$ cat src/rtl/serial_sub_pkg.sv
// Shared definitions for the bit-serial subtractor: controller state encoding and default width.
// Imported by serial_subtract_ctrl.
package serial_sub_pkg;

    localparam int DEFAULT_WIDTH = 8;

    typedef enum logic [1:0] {
        S_IDLE = 2'd0,
        S_RUN  = 2'd1,
        S_DONE = 2'd2
    } state_t;

endpackage

$ cat src/rtl/full_subtract.sv
// Existing 1-bit full subtractor cell: d = a - b - bin, bout set when the bit position borrows.
module full_subtract (
    input  logic a,
    input  logic b,
    input  logic bin,
    output logic d,
    output logic bout
);

    assign d    = a ^ b ^ bin;
    assign bout = (~a & (b | bin)) | (b & bin);

endmodule

$ cat src/rtl/serial_subtract_ctrl.sv
// Bit-serial WIDTH-bit subtractor controller: diff = a - b - bin, LSB first through one full_subtract.
// Optional signed-overflow output enabled by defining SERIAL_SUB_OVF_EN.
module serial_subtract_ctrl
    import serial_sub_pkg::*;
#(
    parameter int WIDTH = DEFAULT_WIDTH
) (
    input  logic             clk,
    input  logic             rst,
    input  logic             start,
    input  logic [WIDTH-1:0] a,
    input  logic [WIDTH-1:0] b,
    input  logic             bin,
    output logic             busy,
    output logic             done,
    output logic [WIDTH-1:0] diff,
    output logic             bout
`ifdef SERIAL_SUB_OVF_EN
    ,
    output logic             ovf
`endif
);

    localparam int              CNT_W = $clog2(WIDTH);
    localparam logic [CNT_W-1:0] LAST  = CNT_W'(WIDTH - 1);

    state_t             state;
    state_t             state_next;
    logic [WIDTH-1:0]   a_sh;
    logic [WIDTH-1:0]   b_sh;
    logic [WIDTH-2:0]   res_sh;
    logic [CNT_W-1:0]   count;
    logic               borrow;
    logic               cell_d;
    logic               cell_bout;
    logic               accept;
    logic               last_bit;

    assign accept   = start && (state != S_RUN);
    assign last_bit = (state == S_RUN) && (count == LAST);
    assign busy     = (state == S_RUN);
    assign done     = (state == S_DONE);

    full_subtract u_cell (
        .a    (a_sh[0]),
        .b    (b_sh[0]),
        .bin  (borrow),
        .d    (cell_d),
        .bout (cell_bout)
    );

    // NOTE: every always_comb output gets a default first so no path leaves it unassigned (no latch).
    always_comb begin
        state_next = state;
        case (state)
            S_IDLE:  if (start) state_next = S_RUN;
            S_RUN:   if (count == LAST) state_next = S_DONE;
            S_DONE:  state_next = start ? S_RUN : S_IDLE;
            default: state_next = S_IDLE;
        endcase
    end

    // NOTE: sequential state uses non-blocking assignments only, so every register samples pre-edge values.
    always_ff @(posedge clk or posedge rst) begin
        if (rst) begin
            state <= S_IDLE;
        end else begin
            state <= state_next;
        end
    end

    // Operand/result shifting; result register stays separate so diff is stable during RUN.
    always_ff @(posedge clk or posedge rst) begin
        if (rst) begin
            a_sh   <= '0;
            b_sh   <= '0;
            res_sh <= '0;
            count  <= '0;
            borrow <= 1'b0;
        end else if (accept) begin
            a_sh   <= a;
            b_sh   <= b;
            res_sh <= '0;
            count  <= '0;
            borrow <= bin;
        end else if (state == S_RUN) begin
            a_sh   <= a_sh >> 1;
            b_sh   <= b_sh >> 1;
            res_sh <= (WIDTH-1)'({cell_d, res_sh} >> 1);
            borrow <= cell_bout;
            if (count != LAST) begin
                count <= count + 1'b1;
            end
        end
    end

    always_ff @(posedge clk or posedge rst) begin
        if (rst) begin
            diff <= '0;
            bout <= 1'b0;
        end else if (last_bit) begin
            diff <= {cell_d, res_sh};
            bout <= cell_bout;
        end
    end

`ifdef SERIAL_SUB_OVF_EN
    logic a_msb;
    logic b_msb;

    // Operand sign bits are kept from capture time; overflow is judged with the final diff MSB.
    always_ff @(posedge clk or posedge rst) begin
        if (rst) begin
            a_msb <= 1'b0;
            b_msb <= 1'b0;
            ovf   <= 1'b0;
        end else begin
            if (accept) begin
                a_msb <= a[WIDTH-1];
                b_msb <= b[WIDTH-1];
            end
            if (last_bit) begin
                ovf <= (a_msb != b_msb) && (cell_d != a_msb);
            end
        end
    end
`endif

endmodule
$ cat config.mk
export PLATFORM = sky130hd
export DESIGN_NAME = serial_subtract_ctrl
export DESIGN_NICKNAME = d
export VERILOG_FILES = /design/src/rtl/serial_sub_pkg.sv /design/src/rtl/full_subtract.sv /design/src/rtl/serial_subtract_ctrl.sv
export SDC_FILE = /design/constraint.sdc
export NUM_CORES = 1
export LEC_CHECK = 0
export BUFFER_PORTS_ARGS = -buffer_cell sky130_fd_sc_hd__buf_2
export CAP_MARGIN = 15
export CORE_MARGIN = 1
export CORE_UTILIZATION = 48
export CTS_CLUSTER_SIZE = 10
export DETAILED_ROUTE_END_ITERATION = 8
export MAX_ROUTING_LAYER = met4
export PLACE_DENSITY = 0.69
export SLEW_MARGIN = 20
export SYNTH_ARGS = -nofsm -noshare
export SYNTH_HDL_FRONTEND = slang
export SYNTH_SLANG_ARGS = --single-unit
$ cat constraint.sdc
create_clock -name clk -period 2.2 [get_ports clk]
set_clock_uncertainty 0.2 [all_clocks]
set_input_delay 0.33 -clock clk [delete_from_list [all_inputs] [get_ports clk]]
set_output_delay 0.33 -clock clk [all_outputs]
set_load 0.01 [all_outputs]
; Word-level counts from Yosys, hierarchy flattened
; Index checks and enable logic that the tools add are counted.
[totals]
regBits = 38
inputBits = 20
output_inout_bits = 11
wordCells = 45
[classes]
n_addsub = 1
n_eq_ne = 7
n_mux = 15
bitwise_logic = 7
n_reduce_logical = 7
[ops]
columns = operator, count
row1 = 2-to-1 mux 8 bit, 4
row2 = 2-to-1 mux 7 bit, 2
row3 = 2-to-1 mux 3 bit, 3
row4 = case mux 2 bit (3 select lines), 1
row5 = 2-to-1 mux 2 bit, 2
row6 = inequality test 2 x 1 -> 1 bit (second input constant), 2
row7 = AND reduction 2 bit, 2
row8 = nonzero test 2 bit, 2
row9 = adder 3 x 1 -> 3 bit (second input constant), 1
row10 = == test 3 bit (second input constant), 1
row11 = 2-to-1 mux 1 bit, 3
row12 = inequality test 3 bit (second input constant), 1
row13 = bitwise AND 1 bit, 2
row14 = == test 2 x 1 -> 1 bit (second input constant), 1
row15 = == test 2 bit (second input constant), 1
row16 = logical AND 1 bit, 2
row17 = logical NOT 2 bit, 1
row18 = inequality test 2 bit (second input constant), 1
row19 = OR 1 bit, 2
row20 = bitwise XOR 1 bit, 2
row21 = NOT 1 bit, 1

; Longest topological paths before layout
; Gate-level depths: netlist of run 1.
[depth]
word_depth = 5
mapped_depth = 6
depth_no_buf = 5

; Modules after synthesis
; A second synthesis of run 1 with hierarchy kept.
[unflattened]
hier_cells = 124
hier_area_um2 = 1850.5
[modules_own_cells]
columns = mod, instances, cells_per_inst, area_per_inst_um2, seq_area_each_um2
row1 = serial_subtract_ctrl, 1, 121, 1823.0, 950.9
row2 = full_subtract, 1, 3, 27.5, 0.0

; Least setup slack after synthesis of run 1
; Ideal clock, no wire load.
[synth_timing]
path_kind = reg2reg
start = reg count[0]
end = reg bout
setup_ns = 0.125
arrival_ns = 1.386
t_required_ns = 1.875
path_slack_ns = 0.489
path_stages_with_launch = 6
n_path_buf = 1
period_less_slack_ns = 1.711
path_cell_list = dfrtp_1 ha_1 ha_1 nand3b_1 buf_4 mux2_4
[synth_between]
elab_chain_len = 2
[synth_lines]
columns = item, line_no
row1 = from (decl), serial_subtract_ctrl.sv:32  ; logic [CNT_W-1:0] count;
row2 = from (signal assigned), serial_subtract_ctrl.sv:92  ; count <= count + 1'b1;
row3 = == test 3 bit, serial_subtract_ctrl.sv:40  ; assign last_bit = (state == S_RUN) && (count == LAST);
row4 = logical AND 1 bit, serial_subtract_ctrl.sv:40
row5 = to (signal assigned), serial_subtract_ctrl.sv:103  ; bout <= cell_bout;
row6 = to (decl), serial_subtract_ctrl.sv:17  ; output logic bout
; No other way between the ends.
; A chain may end at the register's enable or synchronous reset.

; Worst setup path after layout of run 1
[layout_timing]
start = reg count[0]
end = reg diff[6]
[layout_between]
elab_chain_len = 2
[layout_lines]
columns = item, line_no
row1 = == test 3 bit, serial_subtract_ctrl.sv:40
row2 = logical AND 1 bit, serial_subtract_ctrl.sv:40
row3 = to (signal assigned), serial_subtract_ctrl.sv:102  ; diff <= {cell_d, res_sh};
row4 = to (decl), serial_subtract_ctrl.sv:16  ; output logic [WIDTH-1:0] diff,
; No other way between the ends.

==> results of run 1 <==
[power groups by stage]
stage / Sequential (uW) / Clock (uW) / Combinational (uW)
3_5_place_dp: 1220 / 0 / 922
6_report: 1200 / 365 / 911
5_1_grt: 1230 / 415 / 1050
3_3_place_gp: 1190 / 0 / 868
4_1_cts: 1200 / 381 / 929
2_1_floorplan: 1200 / 0 / 645
[sequential cells by signal, indices dropped and copies added (netlist names)]
name / count
count: 3
borrow: 1
b_sh: 8
diff: 8
bout: 1
state: 2
a_sh: 8
res_sh: 7
[per-stage QoR]
step	worst slack (ns)	cells	area, um2	total power [uW]	hold slack (ns)
after global placement	0.433	217	1870	2060	0.258
after global routing	0.298	226	1940	2700	0.0140
after floorplan	0.489	143	1670	1840	0.249
after detailed placement	0.366	217	1870	2140	0.271
final	0.357	226	1940	2470	0.0383
after CTS	0.337	226	1940	2520	0.0229
[placed cells by master (no fill, tap or decap), drive strengths merged, types with 2 or more instances in the layout]
cell type,netlist,layout
dfrtp,38,38
ha,2,2
mux2,9,9
inv,4,4
mux2i,18,18
nor2,3,3
buf,6,35
clkinv,1,2
clkbuf,1,7
o21ai,23,23
nand2,28,28
[final timing paths]
kind	slack (ns)	end	cells past startpoint	from
setup reg to reg	0.36	diff[6]$_DFFE_PP0P_	5	count[0]$_DFFE_PP0P_
min in group asynchronous	0.43	diff[1]$_DFFE_PP0P_	4	rst
setup / recovery	0.36	diff[6]$_DFFE_PP0P_	5	count[0]$_DFFE_PP0P_
hold reg to reg	0.28	b_sh[6]$_DFFE_PP0P_	2	b_sh[7]$_DFFE_PP0P_
max in group asynchronous	1.03	b_sh[1]$_DFFE_PP0P_	4	rst
hold / removal	0.04	a_sh[7]$_DFFE_PP0P_	3	a[7]
[layer usage]
metal | up-vias | track usage [%]
met1 | 543 | 25.6
met4 | 0 | 9.74
met5 | - | -
li1 | 561 | -
met3 | 8 | 4.83
met2 | 31 | 28.6
[cells in the mapped netlist]
master    number
a21oi_1        1
a22o_1         1
a31o_2         1
buf_2          2
buf_4          3
buf_6          1
clkbuf_2       1
clkinv_1       1
dfrtp_1       38
fa_1           1
ha_1           2
inv_1          3
inv_2          1
mux2_2         2
mux2_4         7
mux2i_1       18
nand2_1       28
nand2b_2       1
nand3_1        1
nand3b_1       1
nor2_1         3
nor2b_1        1
nor3b_2        1
o21ai_0       22
o21ai_1        1
o22ai_1        1
[logic make-up after synthesis]
| logic type | Yosys count | share of synthesized area [%] |
|---|---|---|
| DFF | 38 | 56.9 |
| muxes | 27 | 18.4 |
| AOI/OAI and AO/OA | 27 | 8.61 |
| and+or+nand+nor | 36 | 9.36 |
| buffers and inverters | 12 | 4.04 |
| adders and majority gates | 3 | 2.69 |
[tightest hold or removal path, stage by stage]
cell and delay (ns):
buf_2 0.08, mux2i_1 0.06, nor2_1 0.08
[final cells by class]
cell class / instances / area [um2] / share of cell area [%]
Clock inverter: 1 / 5.00 / 0.258
Sequential cell: 38 / 951 / 49.1
Timing Repair Buffer: 36 / 198 / 10.2
Inverter: 5 / 18.8 / 0.968
Tap cell: 46 / 57.6 / 2.97
Multi-Input combinational cell: 93 / 653 / 33.7
Clock buffer: 7 / 55.1 / 2.84
==> out/qor.yml, run 1 <==
grt_pass1_wl_um: 4960
cts_resized: 0
synth_area_per_cell_um2: 11.7
ant_nets: 0
syn_area_um2: 1670
clk_latency_ns: 0.34
crit_path_end_kind: "flop"
startpoint_type: "flop"
power_density_nw_per_um2: 1280
core_um2: 3340
ys_ff_latch: 38
antenna_cells: 0
drive_gt1_share_pct: 30.6
synthTopCellsByArea: "dfrtp_1, mux2i_1, o21ai_0, mux2_4, nand2_1"
fin_nets: 202
drt-vias-per-instance: 5.06
p_sw_uw: 874
fin_util_pct: 58.1
ctsHoldBuffers: 1
post_cts_buffers: 0
crit_path_top_delay_cell: "dfrtp_1"
required_ns: 2.23
met2_length_um: 1480
pwr-share-seq_pct: 48.4
worstMarginPinSlew_ns: 0.470
hold_class: "in -> reg"
arrival_ns: 1.87
cts_made_buffers: 5
grt-ovfl-total: 0
crit_type: "reg -> reg"
cts_sinks: 38
met1_length_um: 1370
static-leakage-power_uw: 0.000990
grt_pass1_vias: 1095
start_util_pct: 50.1
syn_inst: 143
path_max_fanout: 11
fin_crit_ns: 1.84
clock_power_share_pct: 14.7
ys_seq_area_share_pct: 56.9
routed.top_layer: "met4"
dr_wl_met3_um: 112
drt-wirelength-per-cell_um: 13.3
core.rowCount: 21
synth.distinct_cells: 26
yosys.area.top_type: "dfrtp_1"
area.growth.synth_to_final_pct: 15.9
hold_viol_final: 0
period_share_pct: 83.8
slew_violations: 0
path_buf_inv: 1
cp_slowest_stage_delay_ns: 0.41
drcViolationCount: 0
power.internal_uw: 1600
wirelength_um: 3010
drtPass1Iterations: 4
io_buffers: 30
ir_drop_v: 0.000700
cpMostUsedCell: "ha_1"
finalSetupViolations: 0
drt-initial-drc-count: 15
grt_use_total_pct: 19.6
outcome: "complete, no violations"
yosysTopAreaCellShare_pct: 56.9
yosys_warnings: 0
grt_max_degree: 39
p_comb_share_pct: 36.9
design.die.area_um2: 3720
cts_tree: "done"
slew-limit-headroom_pct: 68.6
die_h_um: 61.0
cap_viol_max_count: 0
finalSetupTns_ns: 0
critical-path-top-delay-family: "adder cells"
fillCellCount: 317
antenna_found_initial: 0
switching_share_pct: 35.4
io_pins: 31
h-tree-depth: 2
gp_congestion: 0.718
hpwl_um: 2160
num_vias: 1143
max_freq_ghz: 0.543
rsz0062_at_grt: "false"
dieWidth_um: 61.0
clockRootBuffer: "clkbuf_4"
clkTransAtPathRegs_ns: 0.11
syn-num-nets: 166
cts_buffer_depth: 2
critical_path.cell_chain: "ha_1, ha_1, nand3b_1, buf_4, mux2_2"
No activity file was read; power rests on OpenSTA's default activity.
==> inputs of run 2 (changes only) <==
Settings changed: PLACE_DENSITY 0.69 to 0.72.
Clock period 2.2 ns to 1.5 ns, I/O delays scaled along.
==> run 2 against run 1 <==
Net effect: the run now ends with setup timing left; final cell count up 11%; maximum frequency up 12%; critical path type unchanged; non-clock buffer count is 24 higher; global-route usage up 0.15 points; cell area up 17%; clock power rose by 150%.
==> out/qor.yml, run 2 (same netlist as run 1, synthesis figures left out) <==
outcome: "finished, violations left"
violations: "setup timing"
reg2reg_slack_ns: -0.15  # -0.51 ns
clk_latency_ns: 0.33  # about the same
max_freq_ghz: 0.606  # +12%
grt-ovfl-total: 0  # unchanged
dieWidth_um: 61.0  # unchanged
crit_path_end_kind: "flop"
drtPass1Iterations: 4  # unchanged
path_max_fanout: 11  # unchanged
drive_gt1_share_pct: 34.8  # +4.2 points
fin_nets: 226  # +12%
wirelength_um: 3030  # +0.66%
drcViolationCount: 0  # unchanged
slew-limit-headroom_pct: 69.3  # +0.68 points
cts_tree: "done"
crit_type: "reg -> reg"
required_ns: 1.53  # -0.70 ns
h-tree-depth: 2  # unchanged
ant_nets: 0  # unchanged
start_util_pct: 50.1  # unchanged
reg2regPathDepth: 5  # unchanged
clkTransAtPathRegs_ns: 0.11  # about the same
io_buffers: 30  # unchanged
fin_crit_ns: 1.65  # -0.192 ns
grt_max_degree: 39  # unchanged
hold_class: "in -> reg"
finalSetupViolations: 12  # +12
fin_util_pct: 67.7  # +9.6 points
pre_cts_ws_ns: -0.169  # -0.535 ns
area.growth.synth_to_final_pct: 35.2
cts_made_buffers: 5  # unchanged
largestRegisters: "a_sh x8, b_sh x8, diff x8"
rsz0062_at_grt: "true"
hold_viol_final: 0  # unchanged
final_common_cell: "dfrtp_1"
hpwl_um: 2100  # -3.0%
worstMarginPinSlew_ns: 0.460  # -0.0103 ns
period_share_pct: 110  # +26 points
ir_drop_v: 0.00110  # +57%
drt-initial-drc-count: 23  # +8
grt_pass1_wl_um: 5130  # +3.5%
r2r_start: "count[0]$_DFFE_PP0P_"
gp_congestion: 0.708  # -1.4%
core.rowCount: 21  # unchanged
antenna_cells: 0  # unchanged
cts_sinks: 38  # unchanged
design.die.area_um2: 3720  # unchanged
cp_slowest_stage_delay_ns: 0.40  # about the same
cts_buffer_depth: 2  # unchanged
io_pins: 31  # unchanged
num_vias: 1213  # +6.1%
fillCellCount: 272  # -14%
critical_path.cell_chain: "ha_2, ha_4, nand3b_1, buf_12, mux2_4"
fin_ws_ns: -0.151  # -0.508 ns
core_um2: 3340  # unchanged
drt-vias-per-instance: 4.85  # -4.1%
total_power_uw: 4360  # +77%
min_from: "b[3]"
drt-wirelength-per-cell_um: 12.1  # -9.0%
antenna_found_initial: 0  # unchanged
worstReg2RegEnd: "diff[2]$_DFFE_PP0P_"
grt_pass1_vias: 1189  # +8.6%
power_density_nw_per_um2: 1930  # +51%
layout_common_cells: "dfrtp_1, buf_2, nand2_1, o21ai_0, mux2i_1"
crit_path_top_delay_cell: "dfrtp_1"
cp-startpoint: "count[0]$_DFFE_PP0P_"
clockRootBuffer: "clkbuf_4"
grt_use_total_pct: 19.7  # +0.15 points
startpoint_type: "flop"
die_h_um: 61.0  # unchanged
cap_viol_max_count: 0  # unchanged
crit_end: "diff[2]$_DFFE_PP0P_"
arrival_ns: 1.68  # -0.19 ns
static-leakage-power_uw: 0.00114  # +15%
slew_violations: 0  # unchanged
timing.hold.ws_ns: 0.00639  # -0.0319 ns
[run 2: metal layers]
layer,wire length (um),vias up,track usage (%),share of wire [%]
met5,0,-,-,0
met4,33,0,7.79,1.1
met3,104,5,4.41,3.4
met2,1550,29,33.1,51
met1,1350,571,23.1,44
li1,-,608,-,-
[run 2: what timing repair did]
item,CTS,global route
buffers inserted,1,6
endpoints found under the hold margin,49,0
gates resized for setup,6,0
gates cloned,0,0
hold buffers,12,0
endpoints found under the setup margin,12,14
[run 2: worst max-delay path: cells and delay by family, from the launching register on]
family,cells,cell delay (ns)
adders and majority gates,2,0.37
muxes,1,0.30
and+or+nand+nor,1,0.12
buffers and inverters,1,0.15
DFF,1,0.40
[run 2: layout make-up]
cell class	instances	area (um2)	area share (%)
timing repair buffer	60	437	19.3
sequential	38	951	42.1
clock inverter	2	60.1	2.66
clock buffer	6	51.3	2.27
inverter	5	26.3	1.16
multi-input combinational	93	677	30.0
tap	46	57.6	2.55
[run 2: worst min path at each step]
| stage | end | slack, ns | depth (start not counted) |
|---|---|---|---|
| after floorplan | a_sh[7]$_DFFE_PP0P_ | 0.18 | 2 |
| after detailed placement | diff[2]$_DFFE_PP0P_ | 0.15 | 3 |
| after global placement | a_sh[5]$_DFFE_PP0P_ | 0.15 | 3 |
| final | b_sh[3]$_DFFE_PP0P_ | 0.006 | 3 |
| after CTS | a_sh[6]$_DFFE_PP0P_ | 0.004 | 3 |
| after global routing | a_sh[6]$_DFFE_PP0P_ | 0.02 | 3 |
[run 2: metrics by stage]
step / setup TNS [ns] / area, um2 / std cells
final: -1.46 / 2260 / 250
after global routing: -2.07 / 2260 / 250
after CTS: -1.50 / 2210 / 244
after detailed placement: -1.30 / 1950 / 223
after global placement: -0.946 / 1950 / 223
after floorplan: -0.851 / 1690 / 143
[run 2: power breakdown]
group / internal (uW) / switching, uW / total [uW]
clock network: 565 / 330 / 895
registers: 1470 / 283 / 1750
logic: 960 / 758 / 1720
==> inputs of run 3 (changes only) <==
--- a/config.mk
+++ b/config.mk
@@ -6,4 +6,5 @@
 export NUM_CORES = 1
 export LEC_CHECK = 0
+export ABC_AREA = 1
 export BUFFER_PORTS_ARGS = -buffer_cell sky130_fd_sc_hd__buf_2
 export CAP_MARGIN = 15
@@ -14,5 +15,4 @@
 export MAX_ROUTING_LAYER = met4
 export PLACE_DENSITY = 0.72
-export SLEW_MARGIN = 20
 export SYNTH_ARGS = -nofsm -noshare
 export SYNTH_HDL_FRONTEND = slang
==> constraint.sdc (replaced) <==
create_clock -name clk -period 1.5 [get_ports clk]
set_clock_uncertainty 0.2 [all_clocks]
set_input_delay 0.225 -clock clk [delete_from_list [all_inputs] [get_ports clk]]
set_output_delay 0.225 -clock clk [all_outputs]
set_load 0.005 [all_outputs]
==> run 3 against run 2 <==
Net effect: the flow now finishes without violations; total power down 10%; sequential share of layout area up 0.079 points; sequential cell count unchanged; die area up 1.1%; setup slack better by 0.16 ns; area after synthesis up 1.1%; global-route usage up 3.2 points; register-to-register slack better by 0.23 ns; via count up 20%; largest cell class unchanged; largest power group unchanged.
==> out/qor.yml, run 3 <==
min_from: "start"
path_buf_inv: 2  # +1
wirelength_um: 3560  # +17%
path_max_fanout: 3  # -8
design.die.area_um2: 3760  # +1.1%
dp.cells: 271  # +22%
grt_max_degree: 39  # unchanged
core_um2: 3360  # +0.79%
start_util_pct: 50.3  # +0.17 points
core.rowCount: 21  # unchanged
ys.flop_type: "dfrtp_1"
grt_pass1_wl_um: 5870  # +14%
ant_nets: 0  # unchanged
critical_path.cell_chain: "inv_4, nor2_4, buf_2"
hpwl_um: 2140  # +2.0%
synth_edf_count: 0  # unchanged
yosys_warnings: 0  # unchanged
synth_simple_gate_area_share_pct: 34.9  # +26 points
synth_commonest_cells: "nand2_1, nand3_1, dfrtp_1, inv_1, buf_4"
hold_class: "in -> reg"
startpoint_type: "flop"
synth-adder-area-share_pct: 2.66  # -0.030 points
h-tree-depth: 2  # unchanged
synth.distinct_cells: 17  # -35%
reg2reg_slack_ns: 0.08  # +0.23 ns
grt_pass1_vias: 1377  # +16%
largestRegisters: "a_sh x8, b_sh x8, diff x8"
crit_path_top_delay_cell: "dfrtp_2"
max_freq_ghz: 0.672  # +11%
synth.most_common_cell: "nand2_1"
fin_crit_ns: 1.49  # -0.164 ns
cts_buffer_depth: 2  # unchanged
min_to: "b_sh[5]$_DFFE_PP0P_"
dieWidth_um: 61.3  # +0.55%
fin_cells: 300  # +20%
r2r_start: "borrow$_DFFE_PP0P_"
drtPass1Iterations: 4  # unchanged
drt-wirelength-per-cell_um: 11.9  # -2.1%
crit_type: "reg -> out"
worstMarginPinSlew_ns: 0.243  # -0.217 ns
num_vias: 1450  # +20%
area.growth.synth_to_final_pct: 33.6
synthArstFlopShare_pct: 100  # unchanged
rsz0062_at_grt: "true"
finalSetupViolations: 0  # -12
crit_path_end_kind: "output pin"
fin_nets: 276  # +22%
drcViolationCount: 0  # unchanged
ys_seq_area_share_pct: 56.3  # -0.63 points
reg2regPathDepth: 4  # -1
grt-ovfl-total: 0  # unchanged
ys_ff_latch: 38  # unchanged
fin_util_pct: 67.2  # -0.57 points
clk_latency_ns: 0.35  # +0.02 ns
synth_area_per_cell_um2: 8.85  # -24%
cap_viol_max_count: 0  # unchanged
hold_depth: 4  # +1
drt-vias-per-instance: 4.83  # -0.38%
period_share_pct: 99.1  # -11 points
required_ns: 1.07  # -0.46 ns
slew-limit-headroom_pct: 83.8  # +14 points
hold_viol_final: 0  # unchanged
drt-initial-drc-count: 75  # +230%
cts_made_buffers: 5  # unchanged
fin_ws_ns: 0.0128  # +0.164 ns
synth-compound-area-share_pct: 0.296  # -8.3 points
critical-path-top-delay-family: "flip-flops"
cts_tree: "done"
finalSetupTns_ns: 0  # +1.46 ns
io_pins: 31  # unchanged
clkTransAtPathRegs_ns: 0.12  # about the same
synth_top_family_by_area: "simple AND/OR/NAND/NOR gates"
syn_area_um2: 1690  # +1.1%
layout_common_cells: "nand2_1, nand3_1, dfrtp_1, buf_2, dlygate4sd3_1"
drive_gt1_share_pct: 26.4  # -8.4 points
grt_use_total_pct: 22.9  # +3.2 points
static-leakage-power_uw: 0.00120  # +4.9%
worstReg2RegEnd: "res_sh[6]$_DFFE_PP0P_"
io_buffers: 30  # unchanged
syn-num-nets: 214  # +29%
final_common_cell: "nand2_1"
cts_sinks: 38  # unchanged
synth_xor_area_share_pct: 0  # unchanged
arrival_ns: 1.06  # -0.62 ns
gp_congestion: 0.714  # +0.76%
syn_inst: 191  # +34%
power_density_nw_per_um2: 1730  # -10%
ir_drop_v: 0.000956  # -13%
antenna_found_initial: 0  # unchanged
yosysTopAreaCellShare_pct: 56.3  # -0.63 points
outcome: "complete, no violations"
synth_mux_area_share_pct: 0  # -18 points
yosys.area.top_type: "dfrtp_1"
slew_violations: 0  # unchanged
clockRootBuffer: "clkbuf_4"
timing.hold.ws_ns: 0.110  # +0.103 ns
pre_cts_ws_ns: -0.0661  # +0.103 ns
antenna_cells: 0  # unchanged
die_h_um: 61.3  # +0.55%
synthTopCellsByArea: "dfrtp_1, nand2_1, nand3_1, buf_4, inv_1"
cp_slowest_stage_delay_ns: 0.45  # +0.05 ns
-- run 3: cell types whose count changed after synthesis, moves of 5 or more --
cell / delta
nand2_1: +48
nand3_1: +48
o21ai_0: -21
mux2i_1: -18
mux2_4: -7
inv_1: +5
-- run 3: layout make-up --
cell class                      instances  area [um2]
Multi-Input combinational cell        135         674
Inverter                               10        42.5
Clock inverter                          1        5.00
Clock buffer                            7        55.1
Fill cell                             304        1100
Timing Repair Buffer                   63         472
Tap cell                               46        57.6
Sequential cell                        38         952
-- run 3: cells by family after synthesis --
kind of cell,after synthesis
buffers and inverters,18
AO/OA/AOI/OAI,1
flip-flops,38
AND/OR/NAND/NOR,131
adder cells (fa/ha/maj),3
-- run 3: report_power, final --
part	internal [uW]	switching, uW	leakage, uW
sequential	1460	252	0.000484
combinational	750	903	0.000680
clock	227	322	0.0000353
-- run 3: routing by layer --
metal | GRT usage [%] | routed length [um] | vias to the layer above
met4 | 9.84 | 78 | 0
met1 | 29.0 | 1630 | 664
met5 | - | 0 | -
met3 | 7.14 | 147 | 9
li1 | - | - | 738
met2 | 34.2 | 1710 | 39
-- run 3: stage by stage --
stage	area, um2	total power, uW
6_report	2260	3910
5_1_grt	2260	4280
3_3_place_gp	1950	3170
2_1_floorplan	1690	2760
3_5_place_dp	1950	3210
4_1_cts	2230	3890
-- run 3: worst register-to-register path: cells and delay by family (launching register included) --
family | cells | cell delay, ns
and+or+nand+nor | 2 | 0.12
buffers and inverters | 1 | 0.05
DFF | 1 | 0.42
adders and majority gates | 1 | 0.53
-- run 3: how the worst max path moves through the flow --
stage	cells after the start	to	start
floorplan	7	count[0]$_DFFE_PP0P_	count[0]$_DFFE_PP0P_
global placement	7	count[2]$_DFFE_PP0P_	count[0]$_DFFE_PP0P_
detailed placement	6	count[2]$_DFFE_PP0P_	count[0]$_DFFE_PP0P_
CTS	3	done	state[1]$_DFFE_PP0P_
global route	3	done	state[1]$_DFFE_PP0P_
finish	3	done	state[1]$_DFFE_PP0P_
-- run 3: repair_timing --
action                                  4_1_cts  5_1_grt
endpoints found under the hold margin        55        0
endpoints found under the setup margin        5       10
resized for setup                             8        6
buffers inserted                              2        1
hold buffers                                 18        0
pin swaps                                     3        1
